==> src/rtl/div_result_buf.sv <==
// Result buffer between the divider and its consumer: DEPTH-entry FIFO of {quotient, remainder}.
// Define DIV_RESULT_BUF_STATS_EN to add the saturating result_cnt pop counter.
module div_result_buf #(
  parameter int DEPTH = 4
) (
  input  logic                      clk,
  input  logic                      rst_n,
  input  logic                      valid_in,
  output logic                      ready_out,
  input  logic [31:0]               quotient_in,
  input  logic [31:0]               remainder_in,
  input  logic                      flush,
  output logic                      valid_out,
  input  logic                      ready_in,
  output logic [31:0]               quotient,
  output logic [31:0]               remainder,
  output logic [$clog2(DEPTH):0]    count
`ifdef DIV_RESULT_BUF_STATS_EN
  ,
  output logic [15:0]               result_cnt
`endif
);

  localparam int AW = $clog2(DEPTH);
  localparam logic [AW:0]   FULL  = (AW+1)'(DEPTH);
  localparam logic [AW:0]   C_ONE = (AW+1)'(1);
  localparam logic [AW-1:0] P_ONE = AW'(1);

  logic [AW-1:0] wr_ptr;
  logic [AW-1:0] rd_ptr;
  logic [31:0]   q_mem [DEPTH];
  logic [31:0]   r_mem [DEPTH];
  logic          push;
  logic          pop;

  // Handshakes decode from count only, so no input-to-output path.
  assign ready_out = (count != FULL);
  assign valid_out = (count != '0);

  assign push = valid_in & ready_out & ~flush;
  assign pop  = valid_out & ready_in & ~flush;

  always_ff @(posedge clk or negedge rst_n) begin
    if (!rst_n) begin
      count  <= '0;
      wr_ptr <= '0;
      rd_ptr <= '0;
    end else if (flush) begin
      count  <= '0;
      wr_ptr <= '0;
      rd_ptr <= '0;
    end else begin
      if (push) wr_ptr <= wr_ptr + P_ONE;
      if (pop)  rd_ptr <= rd_ptr + P_ONE;
      case ({push, pop})
        2'b10:   count <= count + C_ONE;
        2'b01:   count <= count - C_ONE;
        default: count <= count;
      endcase
    end
  end

  // Storage is never cleared; valid_out qualifies the head.
  always_ff @(posedge clk) begin
    if (push) begin
      q_mem[wr_ptr] <= quotient_in;
      r_mem[wr_ptr] <= remainder_in;
    end
  end

  assign quotient  = q_mem[rd_ptr];
  assign remainder = r_mem[rd_ptr];

`ifdef DIV_RESULT_BUF_STATS_EN
  always_ff @(posedge clk or negedge rst_n) begin
    if (!rst_n) begin
      result_cnt <= '0;
    end else if (pop && result_cnt != 16'hFFFF) begin
      result_cnt <= result_cnt + 16'd1;
    end
  end
`endif

endmodule

==> config.mk <==
export PLATFORM = sky130hd
export DESIGN_NAME = div_result_buf
export DESIGN_NICKNAME = d
export VERILOG_FILES = /design/src/rtl/div_result_buf.sv
export SDC_FILE = /design/constraint.sdc
export NUM_CORES = 1
export LEC_CHECK = 0
export BUFFER_PORTS_ARGS = -buffer_cell sky130_fd_sc_hd__buf_2
export CAP_MARGIN = 20
export CELL_PAD_IN_SITES_DETAIL_PLACEMENT = 1
export CELL_PAD_IN_SITES_GLOBAL_PLACEMENT = 2
export CORE_MARGIN = 8
export CORE_UTILIZATION = 35
export DETAILED_ROUTE_END_ITERATION = 10
export PLACE_DENSITY = 0.76
export SLEW_MARGIN = 20
export SYNTH_ARGS = -nofsm -noshare
export SYNTH_HDL_FRONTEND = slang
export SYNTH_SLANG_ARGS = --single-unit
==> constraint.sdc <==
create_clock -name clk -period 3.27 [get_ports clk]
set_input_delay 0.327 -clock clk [delete_from_list [all_inputs] [get_ports clk]]
set_output_delay 0.327 -clock clk [all_outputs]
set_load 0.1 [all_outputs]
==> flow_metrics.tcl <==
set metrics [dict create \
    outcome "finished clean" \
    max_slew.worst_pin.slew_ns 0.698 \
    synth.avg_cell_area_um2 24.5 \
    io_buffers 137 \
    worstHoldStart "remainder_in[22]" \
    path_cells "buf_12, mux4_2, buf_2" \
    diodes 0 \
    numCtsBuffers 28 \
    drive_gt1_frac 0.443 \
    fin_setup_tns_ns 0 \
    cts.clk_slew.worst_paths_ns 0.06 \
    seq_area_um2 7870 \
    report.final.hold_viol_count 0 \
    synth_seq_cells 263 \
    drv_cap 0 \
    drt_first_pass_iters 4 \
    synth.distinct_cells 34 \
    fin_crit_sh 0.829 \
    power.switching_uw 2790 \
    sequentialPowerShare 0.432 \
    routed_wl_um 21300 \
    grt_pass1_wl_um 32400 \
    post_cts_buffers 0 \
    synth_top_area_frac 0.782 \
    cp-start-kind "flip-flop" \
    ys_seq_area_frac 0.800 \
    cts_htree_levels 1 \
    vdd_ir_drop_max_v 0.000347 \
    grt_max_degree 42 \
    cp_slowest_stage_delay_ns 0.88 \
    grt_overflow 0 \
    worst_hold_path_type "input port to flip-flop" \
    fp.coreArea_um2 27700 \
    cts_hold_buf 13 \
    cp-startpoint "rd_ptr[1]" \
    ant_nets 0 \
    rsz0062_at_grt "no" \
    yosysWarnings 0 \
    place.gp.congestion 0.690 \
    skew_ns 0.00702 \
    fin_util 0.436 \
    p_per_area_nw_per_um2 742 \
    p_clk_frac 0.354 \
    clock_latency_ns 0.52 \
    sw_frac_of_total 0.311 \
    drt-initial-drc-count 265 \
    p_int_uw 6180 \
    fp.dieH_um 184 \
    route.detailed.drc 0 \
    cp_max_fo 41 \
    ios 138 \
    nNetsFinal 644 \
    vias 4645 \
    slowest_stage "dfrtp_4" \
    syn_inst 402 \
    timing.hold.ws_ns 0.0219 \
    yosysTopAreaCell "edfxtp_1" \
    areaGrowthSynthToFinish_pct 22.9 \
    synthTopCellsByArea "edfxtp_1, mux4_2, dfrtp_1" \
    die_x_um 184 \
    report.final.slew_viol_count 0 \
    wire_per_inst_um 22.0 \
    cts_sinks 263 \
    p_leak_uw 0.00402 \
    viasPerCell 4.79 \
    critPathKind "flip-flop to output port" \
    tritoncts "built" \
    p_comb_frac 0.214 \
    root_buffer "clkbuf_16" \
    period_needed_ns 2.71 \
    r2r-start "count[0]" \
    n_fill_cell 2622 \
    dp_hpwl_um 13600 \
    first_global_vias 5358 \
    std_cell_rows 61 \
    grt_usage 0.125 \
    synth_nets 476 \
    crit_arrival_ns 2.38 \
    timing.fmax_ghz 0.369 \
    critPathRequiredTime_ns 2.94 \
    max_slew_margin 0.535 \
    clk_path_buf_depth 3 \
    ctsResizeCount 0 \
    antenna_found_initial 2 \
    multi_input_area_um2 1810 \
    worst_setup_path_end_kind "output port" \
    syn_area_um2 9830 \
    initial_core_util 0.355 \
    fp.dieArea_um2 33700 \
    setup_viol 0 \
]
layout make-up:
cell class              count  area share
flip-flops and latches    263       0.651
multi-input cells         113       0.150
repair buffers            158      0.0797
clock buffers              32      0.0610
well taps                 378      0.0391
clock inverters            20      0.0171
inverters                   6     0.00186
Yosys cell counts:
| cell type | n |
|---|---|
| a2111oi_1 | 1 |
| a2111oi_2 | 1 |
| a211o_1 | 1 |
| a21oi_1 | 5 |
| a221oi_1 | 1 |
| a311oi_1 | 1 |
| a31oi_1 | 1 |
| and2_1 | 4 |
| buf_2 | 9 |
| buf_4 | 3 |
| buf_6 | 6 |
| clkbuf_1 | 2 |
| dfrtp_1 | 7 |
| edfxtp_1 | 256 |
| fa_1 | 1 |
| ha_1 | 4 |
| inv_1 | 6 |
| mux4_2 | 64 |
| nand2_1 | 1 |
| nand2b_1 | 3 |
| nand2b_4 | 1 |
| nand3_1 | 3 |
| nand3b_1 | 2 |
| nor2_1 | 5 |
| nor2b_1 | 1 |
| nor3_1 | 2 |
| nor3b_2 | 1 |
| o21ai_0 | 3 |
| o22ai_1 | 1 |
| o311ai_1 | 1 |
| o31ai_1 | 1 |
| or3_1 | 1 |
| xnor2_1 | 1 |
| xor2_1 | 2 |
stage by stage:
step / std cells / instance area, um2 / setup slack (ns) / total power, uW
floorplan: 402 / 9840 / 0.404 / 5520
global placement: 905 / 11000 / 1.06 / 5840
detailed placement: 905 / 11000 / 0.917 / 5880
CTS: 970 / 12100 / 0.478 / 9100
global route: 970 / 12100 / 0.423 / 9260
finish: 970 / 12100 / 0.560 / 8970
power groups by stage:
stage	logic (uW)	registers [uW]	clock network, uW
after CTS	1950	3870	3280
after detailed placement	1930	3950	0
final	1920	3870	3180
after global routing	2000	3880	3380
after floorplan	1580	3940	0
after global placement	1910	3930	0
per-layer routing:
metal  GRT usage  part of all wire
met5           0           0.00061
met2       0.225              0.53
met4      0.0290             0.015
met3      0.0312             0.055
met1       0.150              0.40
path summary, 6_finish.rpt:
| check | endpoint | depth (start not counted) | slack, ns |
|---|---|---|---|
| worst min register to register | wr_ptr[0] | 2 | 0.62 |
| worst max-delay path | quotient[1] | 3 | 0.56 |
| worst max register to register | q_mem[2][2] | 4 | 0.95 |
| max in group asynchronous | rd_ptr[1] | 2 | 2.88 |
| worst min-delay path | r_mem[0][22] | 1 | 0.02 |
| min in group asynchronous | wr_ptr[0] | 2 | 0.19 |
cells by family after synthesis:
family / Yosys count / synth area share
xor gates and xnor gates: 3 / 0.00267
and+or+nand+nor: 24 / 0.0148
muxes: 64 / 0.147
AOI/OAI and AO/OA: 17 / 0.0122
adders and majority gates: 5 / 0.00713
buffers and inverters: 26 / 0.0168
DFF: 263 / 0.800
layout by cell type, fill, tap and decap left out, types with 2 or more instances in the layout:
cell type and count:
a21oi_1 5, and2_4 4, buf_12 7, buf_2 137
bufinv_16 4, clkbuf_1 3, clkbuf_16 29, clkinv_1 5
clkinv_2 7, clkinvlp_4 2, dfrtp_1 5, dfrtp_4 2
dlygate4sd3_1 13, edfxtp_1 256, ha_1 4, inv_1 6
inv_6 2, mux4_2 64, nand2b_1 3, nand3_1 3
nand3b_1 2, nor2_1 5, nor3_1 2, o21ai_0 3
xor2_1 2
state kept, by name, summed over array words and instances (netlist names):
register	count
count	3
q_mem	128
r_mem	128
rd_ptr	2
wr_ptr	2
worst max-delay path, delay by kind of cell, from the launching register on:
family	cells	cell delay (ns)
flops	1	0.88
buf+inv	2	0.72
mux	1	0.25
(Power assumes the default switching activity.)
